[src/rtl/uart_pkg.sv]
`default_nettype none
// uart_pkg -- shared receiver state encodings and counter sizing helper.
// Rev 1.0
package uart_pkg;

  typedef enum logic [2:0] {
    IDLE   = 3'd0,
    START  = 3'd1,
    DATA   = 3'd2,
    PARITY = 3'd3,
    STOP   = 3'd4
  } uart_state_e;

  // Width able to hold 0..n-1, never narrower than one bit.
  function automatic int cnt_width(input int n);
    if (n <= 2) return 1;
    return $clog2(n);
  endfunction

endpackage
`default_nettype wire

[src/rtl/uart_rx_param_if.sv]
`default_nettype none
// uart_rx_param_if -- receiver output bundle with valid/ready handshake.
// Rev 1.0; adds parity_err when UART_RX_PARITY_EN is defined.
interface uart_rx_param_if #(
  parameter int DATA_BITS = 8
);
  logic [DATA_BITS-1:0] data;
  logic                 valid;
  logic                 ready;
  logic                 frame_err;
  logic                 overrun;
  logic                 busy;
`ifdef UART_RX_PARITY_EN
  logic                 parity_err;

  modport master (output data, valid, frame_err, overrun, busy, parity_err, input ready);
  modport slave  (input data, valid, frame_err, overrun, busy, parity_err, output ready);
`else
  modport master (output data, valid, frame_err, overrun, busy, input ready);
  modport slave  (input data, valid, frame_err, overrun, busy, output ready);
`endif
endinterface
`default_nettype wire

[src/rtl/uart_sync2.sv]
`default_nettype none
// uart_sync2 -- two-flop synchroniser with parametrised reset value.
// Rev 1.0
module uart_sync2 #(
  parameter logic RESET_VAL = 1'b1
) (
  input  logic clk,
  input  logic rst,
  input  logic d,
  output logic q
);
  logic meta;

  always_ff @(posedge clk or posedge rst) begin
    if (rst) begin
      meta <= RESET_VAL;
      q    <= RESET_VAL;
    end else begin
      meta <= d;
      q    <= meta;
    end
  end
endmodule
`default_nettype wire

[src/rtl/uart_rx_param.sv]
`default_nettype none
// uart_rx_param -- oversampling UART receiver, mid-bit sampling, valid/ready output with
// framing/overrun flags. Rev 1.0; optional parity check with UART_RX_PARITY_EN.
module uart_rx_param
  import uart_pkg::*;
#(
  parameter int CLKS_PER_BIT = 16,
  parameter int DATA_BITS    = 8,
  parameter int PARITY_ODD   = 0
) (
  input  logic            clk,
  input  logic            rst,
  input  logic            rx,
  uart_rx_param_if.master bus
);
  localparam int CW = cnt_width(CLKS_PER_BIT);
  localparam int BW = cnt_width(DATA_BITS + 1);
  localparam logic [CW-1:0] CNT_HALF = CW'(CLKS_PER_BIT / 2 - 1);
  localparam logic [CW-1:0] CNT_FULL = CW'(CLKS_PER_BIT - 1);
  localparam logic [BW-1:0] LAST_BIT = BW'(DATA_BITS - 1);

  if (CLKS_PER_BIT < 4 || (CLKS_PER_BIT % 2) != 0 || DATA_BITS < 5 || DATA_BITS > 9 ||
      PARITY_ODD < 0 || PARITY_ODD > 1) begin : g_bad_params
    $error("uart_rx_param: unsupported parameter set");
  end

  uart_state_e          state, next_state;
  logic                 rx_s;
  logic [CW-1:0]        cnt;
  logic [BW-1:0]        bit_idx;
  logic [DATA_BITS-1:0] shreg;
  logic                 armed;
  logic                 done;
  logic                 stop_bit;
  logic                 busy_c, half_tick, full_tick, cnt_clr;
  logic                 data_smp, stop_smp;
  logic [DATA_BITS-1:0] data_r;
  logic                 valid_r, frame_err_r, overrun_r;
  logic                 accept, load, drop;

  uart_sync2 #(.RESET_VAL(1'b1)) u_sync (
    .clk (clk),
    .rst (rst),
    .d   (rx),
    .q   (rx_s)
  );

  always_ff @(posedge clk or posedge rst) begin
    if (rst) state <= IDLE;
    else     state <= next_state;
  end

  always_comb begin
    next_state = state;
    case (state)
      IDLE:   if (armed && !rx_s) next_state = START;
      START:  if (half_tick) next_state = rx_s ? IDLE : DATA;
      DATA:   if (full_tick && bit_idx == LAST_BIT)
`ifdef UART_RX_PARITY_EN
                next_state = PARITY;
      PARITY: if (full_tick) next_state = STOP;
`else
                next_state = STOP;
`endif
      STOP:   if (full_tick) next_state = IDLE;
      default: next_state = IDLE;
    endcase
  end

  always_comb begin
    busy_c    = (state != IDLE);
    half_tick = (cnt == CNT_HALF);
    full_tick = (cnt == CNT_FULL);
    data_smp  = (state == DATA) && full_tick;
    stop_smp  = (state == STOP) && full_tick;
    // Every bit period restarts the count, including DATA -> DATA.
    cnt_clr   = (state == IDLE) || (next_state != state) || full_tick;
  end

  always_ff @(posedge clk or posedge rst) begin
    if (rst) begin
      cnt      <= '0;
      bit_idx  <= '0;
      shreg    <= '0;
      armed    <= 1'b0;
      done     <= 1'b0;
      stop_bit <= 1'b0;
    end else begin
      cnt <= cnt_clr ? '0 : cnt + CW'(1);
      if (state == START)  bit_idx <= '0;
      else if (data_smp)   bit_idx <= bit_idx + BW'(1);
      if (data_smp) shreg <= {rx_s, shreg[DATA_BITS-1:1]};
      // A break keeps the line low; refuse a new start until it has idled high.
      if (stop_smp)                       armed <= 1'b0;
      else if (state == IDLE && rx_s)     armed <= 1'b1;
      done <= stop_smp;
      if (stop_smp) stop_bit <= rx_s;
    end
  end

  assign accept = valid_r && bus.ready;
  assign load   = done && (!valid_r || bus.ready);
  assign drop   = done && valid_r && !bus.ready;

  always_ff @(posedge clk or posedge rst) begin
    if (rst) begin
      data_r      <= '0;
      valid_r     <= 1'b0;
      frame_err_r <= 1'b0;
      overrun_r   <= 1'b0;
    end else begin
      if (load) begin
        data_r      <= shreg;
        frame_err_r <= !stop_bit;
        valid_r     <= 1'b1;
      end else if (accept) begin
        valid_r <= 1'b0;
      end
      if (drop)        overrun_r <= 1'b1;
      else if (accept) overrun_r <= 1'b0;
    end
  end

`ifdef UART_RX_PARITY_EN
  localparam logic PAR_ODD = (PARITY_ODD != 0);
  logic par_bit, parity_err_r;

  always_ff @(posedge clk or posedge rst) begin
    if (rst) begin
      par_bit      <= 1'b0;
      parity_err_r <= 1'b0;
    end else begin
      if (state == PARITY && full_tick) par_bit <= rx_s;
      if (load) parity_err_r <= ((^shreg) ^ par_bit) != PAR_ODD;
    end
  end

  assign bus.parity_err = parity_err_r;
`endif

  assign bus.data      = data_r;
  assign bus.valid     = valid_r;
  assign bus.frame_err = frame_err_r;
  assign bus.overrun   = overrun_r;
  assign bus.busy      = busy_c;
endmodule
`default_nettype wire

[src/flat_wrapper.sv]
// flat-port wrapper written by rule: the top's interface ports become plain ports
module uart_rx_param_flat import uart_pkg::*;
#(
  parameter int CLKS_PER_BIT = 16,
  parameter int DATA_BITS    = 8,
  parameter int PARITY_ODD   = 0
)
  (clk, rst, rx, bus_data, bus_valid, bus_frame_err, bus_overrun, bus_busy, bus_ready);
  uart_rx_param_if #(.DATA_BITS(DATA_BITS)) bus_i ();
  input  logic clk;
  input  logic rst;
  input  logic rx;
  output wire logic [$bits(bus_i.data)-1:0] bus_data;
  output wire logic [$bits(bus_i.valid)-1:0] bus_valid;
  output wire logic [$bits(bus_i.frame_err)-1:0] bus_frame_err;
  output wire logic [$bits(bus_i.overrun)-1:0] bus_overrun;
  output wire logic [$bits(bus_i.busy)-1:0] bus_busy;
  input wire logic [$bits(bus_i.ready)-1:0] bus_ready;
  assign bus_data = bus_i.data;
  assign bus_valid = bus_i.valid;
  assign bus_frame_err = bus_i.frame_err;
  assign bus_overrun = bus_i.overrun;
  assign bus_busy = bus_i.busy;
  assign bus_i.ready = bus_ready;
  uart_rx_param #(.CLKS_PER_BIT(CLKS_PER_BIT), .DATA_BITS(DATA_BITS), .PARITY_ODD(PARITY_ODD)) u_core (.clk(clk), .rst(rst), .rx(rx), .bus(bus_i));
endmodule
[config.mk]
export PLATFORM = sky130hd
export DESIGN_NAME = uart_rx_param_flat
export DESIGN_NICKNAME = d
export VERILOG_FILES = /design/src/rtl/uart_pkg.sv /design/src/rtl/uart_rx_param_if.sv /design/src/rtl/uart_sync2.sv /design/src/rtl/uart_rx_param.sv /design/src/flat_wrapper.sv
export SDC_FILE = /design/constraint.sdc
export NUM_CORES = 1
export LEC_CHECK = 0
export CORE_AREA = 2 2 80 82
export CTS_CLUSTER_SIZE = 24
export DETAILED_ROUTE_END_ITERATION = 8
export DIE_AREA = 0 0 82 84
export PLACE_DENSITY = 0.47
export SYNTH_ARGS = -nofsm -noshare
export SYNTH_HDL_FRONTEND = slang
export SYNTH_HIERARCHICAL = 1
export SYNTH_SLANG_ARGS = --single-unit
[constraint.sdc]
create_clock -name clk -period 1.6 [get_ports clk]
set_input_delay 0.4 -clock clk [delete_from_list [all_inputs] [get_ports clk]]
set_output_delay 0.4 -clock clk [all_outputs]
set_load 0.005 [all_outputs]
Word-level counts from Yosys, hierarchy flattened:

Cells that the tools add are included.

* flip-flop bits (word level): 35
* input bits: 4
* output and inout bits: 12
* word-level logic and storage cells: 58

* $add $sub $neg: 2
* equal/unequal tests: 7
* multiplexer cells: 14
* reduce and logical (&&, ||, !) cells: 22

Operators with widths (number)
* $mux 3: 4
* $mux 4: 3
* $pmux 3 s4: 1
* $logic_and 1x1->1: 9
* $add 4x1->4 const B: 2
* $eq 4x3->1 const B: 2
* $reduce_bool 2->1: 4
* $mux 1: 5
* $eq 4x4->1 const B: 1
* $logic_not 1->1: 4
* $eq 3x1->1 const B: 1
* $eq 3x2->1 const B: 1
* $eq 3x3->1 const B: 1
* $logic_not 3->1: 1
* $logic_or 1x1->1: 3
* $ne 3x3->1: 1
* $reduce_bool 3->1: 1
* $mux 2: 1

Logic depth before layout (Yosys ltp):

Gate-level depths: netlist of the first run.

* depth in word-level cells: 8
* mapped depth: 4

Hierarchy:

Netlist of the first run, hierarchy kept.

Modules (own cells, without submodules)
* uart_rx_param: times used 1, cells each 112, area each 1417.6 um2
* uart_sync2: times used 1, cells each 3, area each 56.3 um2

Worst setup path before layout of the first run:

Ideal clock, no wire load.

* path type: register to register
* start: register u_core.state[2]
* end: register u_core.bit_idx[3]
* setup time: 0.077 ns
* data arrival time: 1.466 ns
* slack: 0.057 ns
* stages on the path, launching flop included: 5
* clock period less this slack: 1.543 ns
* path through: dfrtp_1 buf_6 or3b_4 or4_1 a21oi_1

* cells in the longest elaborated chain, start to end: 3
* elaborated cells between the ends (all ways): 5
* those cells by class: 2 x eq/ne; 1 x mux; 2 x reduce/logical

RTL lines
* start: declaration: line uart_rx_param.sv:27 `uart_state_e state, next_state;`
* start signal: assignment: line uart_rx_param.sv:50 `else state <= next_state;`
* $eq 3x2->1: line uart_rx_param.sv:74 `data_smp = (state == DATA) && full_tick;`
* $logic_and 1x1->1: line uart_rx_param.sv:74
* $reduce_bool 2->1 (no source line)
* end signal: assignment: line uart_rx_param.sv:91 `else if (data_smp) bit_idx <= bit_idx + BW'(1);`
* end: declaration: line uart_rx_param.sv:30 `logic [BW-1:0] bit_idx;`

Parallel ways exist; a longest one is shown, timed or not.
A chain may end at the register's enable or synchronous reset.

Final worst setup path of the first run:

* start: register u_core.state[0]
* end: output port bus_busy

* cells in the longest elaborated chain, start to end: 1

RTL lines
* $reduce_bool 3->1: line uart_rx_param.sv:71 `busy_c = (state != IDLE);`
* end: declaration: line flat_wrapper.sv:17 `output wire logic [$bits(bus_i.busy)-1:0] bus_busy;`

Every way passes these cells.

==> results of run 1 <==
[sequential cells by signal, summed over array words and instances, names as in the netlist]
register,count
u_core/state,3
u_core/shreg,8
u_core/bus.overrun,1
u_core/armed,1
u_core/bus.frame_err,1
u_core/u_sync/q,1
u_core/stop_bit,1
u_core/cnt,4
u_core/bus.data,8
u_core/bit_idx,4
u_core/u_sync/meta,1
u_core/bus.valid,1
u_core/done,1
[metal layers]
layer,share of wire (%),GRT usage [%],up-vias
met1,43,10.05,504
met3,3.7,2.706,5
met4,2.6,5.303,0
met2,50,14.12,23
met5,0,0,-
li1,-,-,479
[stage by stage]
step                      setup TNS (ns)  setup WS, ns  power (mW)  cells  utilization, %
after global placement           -0.5692      -0.08662       1.363    220           30.36
after floorplan                        0       0.05680       1.225    115               -
after detailed placement         -0.7808       -0.1085       1.387    220           30.36
after CTS                              0      0.009099       2.028    229           32.02
after global routing            -0.03235      -0.03235       2.134    230           32.49
final                                  0       0.01388       2.007    230           32.49
[repair_timing]
| action | 4_1_cts | 5_1_grt |
|---|---|---|
| hold endpoints to repair | 0 | 0 |
| setup endpoints to repair | 4 | 7 |
| setup buffers | 1 | 1 |
| pin swaps | 3 | 1 |
| gates resized for setup | 7 | 5 |
[final cells by class]
type | count | area (um^2) | area share [%]
multi-input combinational | 72 | 568.0 | 28.68
clock inverter | 2 | 12.51 | 0.6317
inverter | 5 | 18.77 | 0.9476
sequential | 35 | 878.3 | 44.35
tap | 77 | 96.34 | 4.864
timing repair buffer | 33 | 334.1 | 16.87
clock buffer | 6 | 72.57 | 3.664
[cell families (layout without fill, tap and decap cells)]
logic type	Yosys count	count (layout)
compound gates	16	16
xor+xnor	3	3
fa+ha+maj	2	2
buf+inv	8	46
flops	35	35
mux	18	18
simple gates	33	33
[placed cells by master (no fill, tap or decap), types with 3 or more instances in the layout]
cell,n
inv_1,5
dfrtp_1,33
nand3_1,5
nand2b_1,4
buf_6,3
nand2_1,5
a21oi_1,8
buf_12,3
nor2_1,4
mux2_2,17
buf_4,13
clkbuf_8,5
clkdlybuf4s50_1,13
[final timing paths]
check | startpoint | endpoint | cells past startpoint
setup / recovery | u_core/state[0] | bus_busy | 2
hold / removal | u_core/u_sync/meta | u_core/u_sync/q | 0
setup reg to reg | u_core/state[2] | u_core/bit_idx[0] | 5
hold reg to reg | u_core/u_sync/meta | u_core/u_sync/q | 0
max in group asynchronous | rst | u_core/bit_idx[3] | 3
min in group asynchronous | rst | u_core/u_sync/meta | 2
[report_power, final]
| group | switching (mW) | internal, mW | total [mW] | leakage, nW |
|---|---|---|---|---|
| logic | 0.176 | 0.210 | 0.386 | 0.433 |
| clock network | 0.306 | 0.304 | 0.610 | 0.0412 |
| registers | 0.0610 | 0.950 | 1.01 | 0.463 |
| total | 0.543 | 1.46 | 2.01 | 0.938 |
[critical path, cell delays in order (launching register included)]
cell and delay [ns]:
dfrtp_1 0.39, or3_4 0.40, buf_6 0.12
==> parameters.txt, run 1 <==
Parameter                              Value

Outcome
  Status    finished clean

Synthesis
  Dominant cells by area after synthesis    dfrtp_1 (56%), mux2_2 (13%), dfstp_2 (3.6%), a21oi_1 (2.7%), ha_1 (1.7%)
  Ys Warns    6
  Combined area of all synthesized cells    0.001474 mm^2
  Flip-flop and latch count after synthesis    35
  Post-synth EDFFs    0
  Commonest cells post-synth    dfrtp_1 (33), mux2_2 (17), a21oi_1 (8)
  Mux contribution to synthesized area    13.67%
  Simple logic cell fraction of the synthesized area    13.58%
  Net count of the mapped netlist    121
  Leading cell type by number of instances after synthesis    dfrtp_1
  Most frequently used flop master after synthesis    dfrtp_1
  Post-synth ARST share    100.0%
  Main combinational cell family by area after synthesis    multiplexers
  Mean Syn Cell Area    12.82 um^2
  Area leader, netlist    dfrtp_1
  Adder-Cell Fraction of Synth Area    1.698%
  Sequential share of the synthesized area    59.59%
  Distinct cells, synth    35
  Synthesized-area fraction occupied by ao, oa, aoi and oai cells    6.537%
  Post-synthesis xor/xnor area fraction    1.783%
  Post-Synthesis Cells    115
  Fraction of post-synthesis cell area in the top cell type by area    56.03%

Floorplan
  Top-level port count    16
  Die Footprint    0.006888 mm^2
  Core area    0.006096 mm^2
  Effective utilization at floorplan    24.18%
  Die Wd    82 um
  Die Y    84 um
  Rows    29

GRT
  First-pass GRT wire length    4.616 mm
  Total Routing Usage GR    8.805%
  GRT Residual Overflow    0
  Number of antenna violations at the first check in global routing    0
  Number of global-route vias before repair    1,049
  Pin count of the biggest net entering global routing    34

Clocking
  Clk root buf    clkbuf_8
  Clock transition time at the flip-flop clock pins of the worst setup and hold paths    0.07 ns
  Maximum level of the CTS H-tree    2
  Clock buffer count from CTS    5
  CTS Sinks    35
  CTS tree    built
  Bufs on Longest Clock Path    2
  Latest clock arrival within the worst-skew pair    0.28 ns
  Hold buffer count at CTS    0

Setup path
  Setup slack, reg-to-reg    0.04 ns
  Worst path required time    1.20 ns
  Type of destination of the critical path    primary output
  Critical Setup Path Class    reg -> out
  Startpoint kind of the worst setup timing path    register
  Data arrival time of the critical path    1.19 ns
  Highest net fanout along the worst path    2

STA
  Final-layout worst hold slack    0.3570 ns
  Measured slew at the worst slew-check pin    0.3877 ns
  Final setup vio count    0
  Final worst path period need    1.586 ns
  Final Skew    0.004636 ns
  Number of failing hold endpoints at the final stage    0
  Final max-slew violation count    0
  RSZ-0062 raised after global routing    yes
  Final cycle utilization of the critical path    99.13%
  Highest clock rate    630.5 MHz
  Headroom to the max-slew limit    74.16%

Layout
  Layout-stage area growth over the synthesis result    34.38%
  Count of inserted antenna diode cells    0
  Filler cell count    617
  Layout cell share with drive strength beyond 1    33.99%
  Post-route standard cell area excluding fillers    0.001981 mm^2
  # nets final    158

Routing
  Total DRC errors in the routed layout    0
  Per-cell routed wire length    11.57 um
  First-pass iteration count of the detailed router    4
  Via-to-Cell Ratio    4.396
  Overall routed net length    2.660 mm
  Antenna violation net count after detailed routing    0
  Iteration-0 DRC Markers    59
  Routed vias    1,011

Placed design
  HPWL reported at the end of detailed placement    1.907 mm
  Final RePlAce weighted congestion    0.7332
  Post-place instance area    0.001851 mm^2
  Number of port buffers    15

Pwr
  Maximum vdd ir drop    0.0003066 V
  Leakage power figure    0.9375 nW
  Power density over the cells    1013 mW/mm^2

Flow run
  Number of max-capacitance violations reported    0

Hold path
  Worst min-delay path class    reg -> reg
No activity file was read; power rests on OpenSTA's default activity.
==> run 2: changes to the inputs <==
ABC_CLOCK_PERIOD_IN_PS = 1600   (was default)
SYNTH_HIERARCHICAL = default   (was 1)
==> run 2 against run 1 <==
Clock power increased by 2%. Worst setup slack improved by 0.011 ns. Final area is 0.51% higher. Largest cell class unchanged.
==> parameters.txt, run 2 <==
Parameter                              Value

Synthesis
  Flip-flop and latch count after synthesis    35 (unchanged)
  Commonest cells post-synth    dfrtp_1 (33), mux2_2 (17), a21oi_1 (8)
  Distinct cells, synth    31 (-11%)
  Combined area of all synthesized cells    0.001474 mm^2 (unchanged)
  Leading cell type by number of instances after synthesis    dfrtp_1
  Post-synth ARST share    100.0% (unchanged)
  Dominant cells by area after synthesis    dfrtp_1 (56%), mux2_2 (13%), dfstp_2 (3.6%), a21oi_1 (2.7%), nand2b_1 (2.1%)
  Net count of the mapped netlist    121 (unchanged)
  Ys Warns    0 (-6)
  Most frequently used flop master after synthesis    dfrtp_1
  Post-synth EDFFs    0 (unchanged)
  Fraction of post-synthesis cell area in the top cell type by area    56.03% (unchanged)
  Mean Syn Cell Area    12.82 um^2 (unchanged)
  Sequential share of the synthesized area    59.59% (unchanged)
  Area leader, netlist    dfrtp_1
  Post-Synthesis Cells    115 (unchanged)

STA
  Final max-slew violation count    0 (unchanged)
  Measured slew at the worst slew-check pin    0.3079 ns (-0.07979 ns)
  Number of failing hold endpoints at the final stage    0 (unchanged)
  Post-route worst setup slack    0.02523 ns (+0.01135 ns)
  Final worst path period need    1.575 ns (-0.01135 ns)
  Headroom to the max-slew limit    79.47% (+5.3 points)
  RSZ-0062 raised after global routing    yes
  Final setup vio count    0 (unchanged)
  Highest clock rate    635.0 MHz (+0.72%)
  Summed negative setup slack over all endpoints    0 ns (unchanged)
  Final Skew    0.004822 ns (+0.0001854 ns)
  Final cycle utilization of the critical path    98.42% (-0.71 points)

GRT
  Met3 Track Usage GR    3.030% (+0.32 points)
  Total Routing Usage GR    8.956% (+0.15 points)
  GRT busiest layer    met2
  Fraction of met1 tracks used by global routing    10.24% (+0.19 points)
  Number of antenna violations at the first check in global routing    0 (unchanged)
  GRT Residual Overflow    0 (unchanged)
  First-pass GRT wire length    4.657 mm (+0.89%)
  Global routing usage on met2    14.12% (unchanged)
  Number of global-route vias before repair    1,019 (-2.9%)
  Pin count of the biggest net entering global routing    36 (+5.9%)

Setup path
  Reg2Reg Depth    6 (+1)
  Kind of cell adding the most delay to the critical path    simple AND/OR/NAND/NOR gates
  Cell at the slowest stage of the critical path    or3_1
  Type of destination of the critical path    primary output
  Buffering stage count on the worst path with inverters included    1 (unchanged)
  Critical register-to-register path startpoint    u_core.cnt[0]
  Data arrival time of the critical path    1.17 ns (-0.02 ns)
  R2R Path End    u_core.bit_idx[0]
  Highest net fanout along the worst path    2 (unchanged)
  Delay of the slowest cell on the worst path    0.38 ns (-0.02 ns)
  Launching instance or port of the critical path    u_core.state[1]
  Critical Path, Cell by Cell    or3_1 > buf_2
  Worst setup path end    bus_busy
  Number of stages on the worst setup path    2 (unchanged)
  Startpoint kind of the worst setup timing path    register
  Setup slack, reg-to-reg    0.06 ns (+0.02 ns)
  Worst path required time    1.20 ns (about the same)
  Critical Setup Path Class    reg -> out

Clocking
  Latest clock arrival within the worst-skew pair    0.29 ns (about the same)
  CTS tree    built
  Clk root buf    clkbuf_8
  Bufs on Longest Clock Path    2 (unchanged)
  CTS Sinks    35 (unchanged)
  Maximum level of the CTS H-tree    2 (unchanged)
  Clock transition time at the flip-flop clock pins of the worst setup and hold paths    0.07 ns (about the same)
  Clock buffer count from CTS    5 (unchanged)

Placed design
  Setup slack after placement    -0.09231 ns (+0.01614 ns)
  HPWL reported at the end of detailed placement    1.904 mm (-0.17%)
  Number of port buffers    15 (unchanged)
  Final RePlAce weighted congestion    0.7562 (+3.1%)

Hold path
  Worst min-delay path class    reg -> reg

Routing
  Total DRC errors in the routed layout    0 (unchanged)
  Per-cell routed wire length    11.58 um (about the same)
  First-pass iteration count of the detailed router    4 (unchanged)
  Routed vias    994 (-1.7%)
  Overall routed net length    2.674 mm (+0.53%)
  Iteration-0 DRC Markers    45 (-24%)
  Via-to-Cell Ratio    4.303 (-2.1%)
  Antenna violation net count after detailed routing    0 (unchanged)

Floorplan
  Die Footprint    0.006888 mm^2 (unchanged)
  Effective utilization at floorplan    24.18% (unchanged)
  Die Y    84 um (unchanged)
  Top-level port count    16 (unchanged)
  Core area    0.006096 mm^2 (unchanged)
  Rows    29 (unchanged)
  Die Wd    82 um (unchanged)

Outcome
  Status    finished clean

Layout
  Layout-stage area growth over the synthesis result    35.06%
  Commonest non-fill, non-tap cells in the layout    dfrtp_1 (33), mux2_2 (17), buf_4 (15)
  # nets final    159 (+0.63%)
  Finished Core Util    32.66% (+0.16 points)
  Most common cell after layout, fill and taps aside    dfrtp_1
  Count of inserted antenna diode cells    0 (unchanged)
  Layout cell share with drive strength beyond 1    35.06% (+1.1 points)

Pwr
  Leakage power figure    0.9611 nW (+2.5%)
  Maximum vdd ir drop    0.0002859 V (-6.8%)
  Power density over the cells    1020 mW/mm^2 (+0.70%)

Flow run
  Number of max-capacitance violations reported    0 (unchanged)
run 2: cell types whose count changed in the layout (fill, tap and decap cells not counted), moves of 2 or more:
cell     delta
buf_4       +2
buf_6       -2
o21ai_0     +3
inv_1       -2
mux2i_1     +2
run 2: repair_timing:
| action | CTS | global route |
|---|---|---|
| pin swaps | 1 | 2 |
| resized for setup | 4 | 7 |
| hold buffers | 0 | 0 |
| endpoints found under the setup margin | 1 | 10 |
| setup buffers | 2 | 3 |
run 2: report_power, final:
part | switching (mW) | total [mW] | internal, mW | leakage, nW
Clock | 0.318 | 0.620 | 0.302 | 0.0402
Combinational | 0.182 | 0.395 | 0.212 | 0.463
Sequential | 0.0670 | 1.02 | 0.948 | 0.458
run 2: metrics by stage:
step	hold WS [ns]	std cells	instance area [um^2]	power [mW]
floorplan	0.3452	115	1474	1.239
global placement	0.3470	218	1839	1.361
detailed placement	0.3497	218	1839	1.371
CTS	0.3604	228	1938	2.014
global route	0.3656	231	1991	2.170
finish	0.3588	231	1991	2.031
run 2: layout make-up:
cell class                 count  area [um^2]
sequential                    35        878.3
clock buffer                   5        68.82
multi-input combinational     74        581.8
clock inverter                 3        20.02
tap                           77        96.34
timing repair buffer          34        334.1
fill                         598         4105
inverter                       3        11.26
run 2: cells by family after synthesis:
group | share of synthesized area (%)
multiplexers | 15.03
AND/OR/NAND/NOR | 13.41
buffers and inverters | 2.377
flip-flops | 59.59
adder cells (fa/ha/maj) | 1.698
AO/OA/AOI/OAI | 6.112
XOR/XNOR | 1.783
run 2: worst min-delay path by stage:
stage                                  start  slack (ns)  depth (start not counted)               to
final                     u_core.u_sync.meta        0.36                          0  u_core.u_sync.q
after CTS                 u_core.u_sync.meta        0.36                          0  u_core.u_sync.q
after floorplan           u_core.u_sync.meta        0.35                          0  u_core.u_sync.q
after detailed placement  u_core.u_sync.meta        0.35                          0  u_core.u_sync.q
after global placement    u_core.u_sync.meta        0.35                          0  u_core.u_sync.q
after global routing      u_core.u_sync.meta        0.37                          0  u_core.u_sync.q
run 2: metal layers:
layer | vias to the layer above | wire length, um
met2 | 20 | 1354
met1 | 485 | 1146
li1 | 484 | -
met4 | 0 | 62
met3 | 5 | 111
met5 | - | 0
run 2: worst reg2reg max path, cell delays in order (launching register included):
cell and delay, ns:
dfrtp_1 0.41, ha_4 0.16, buf_4 0.11, nand3_2 0.11
buf_4 0.17, or3_1 0.37, a21oi_2 0.15
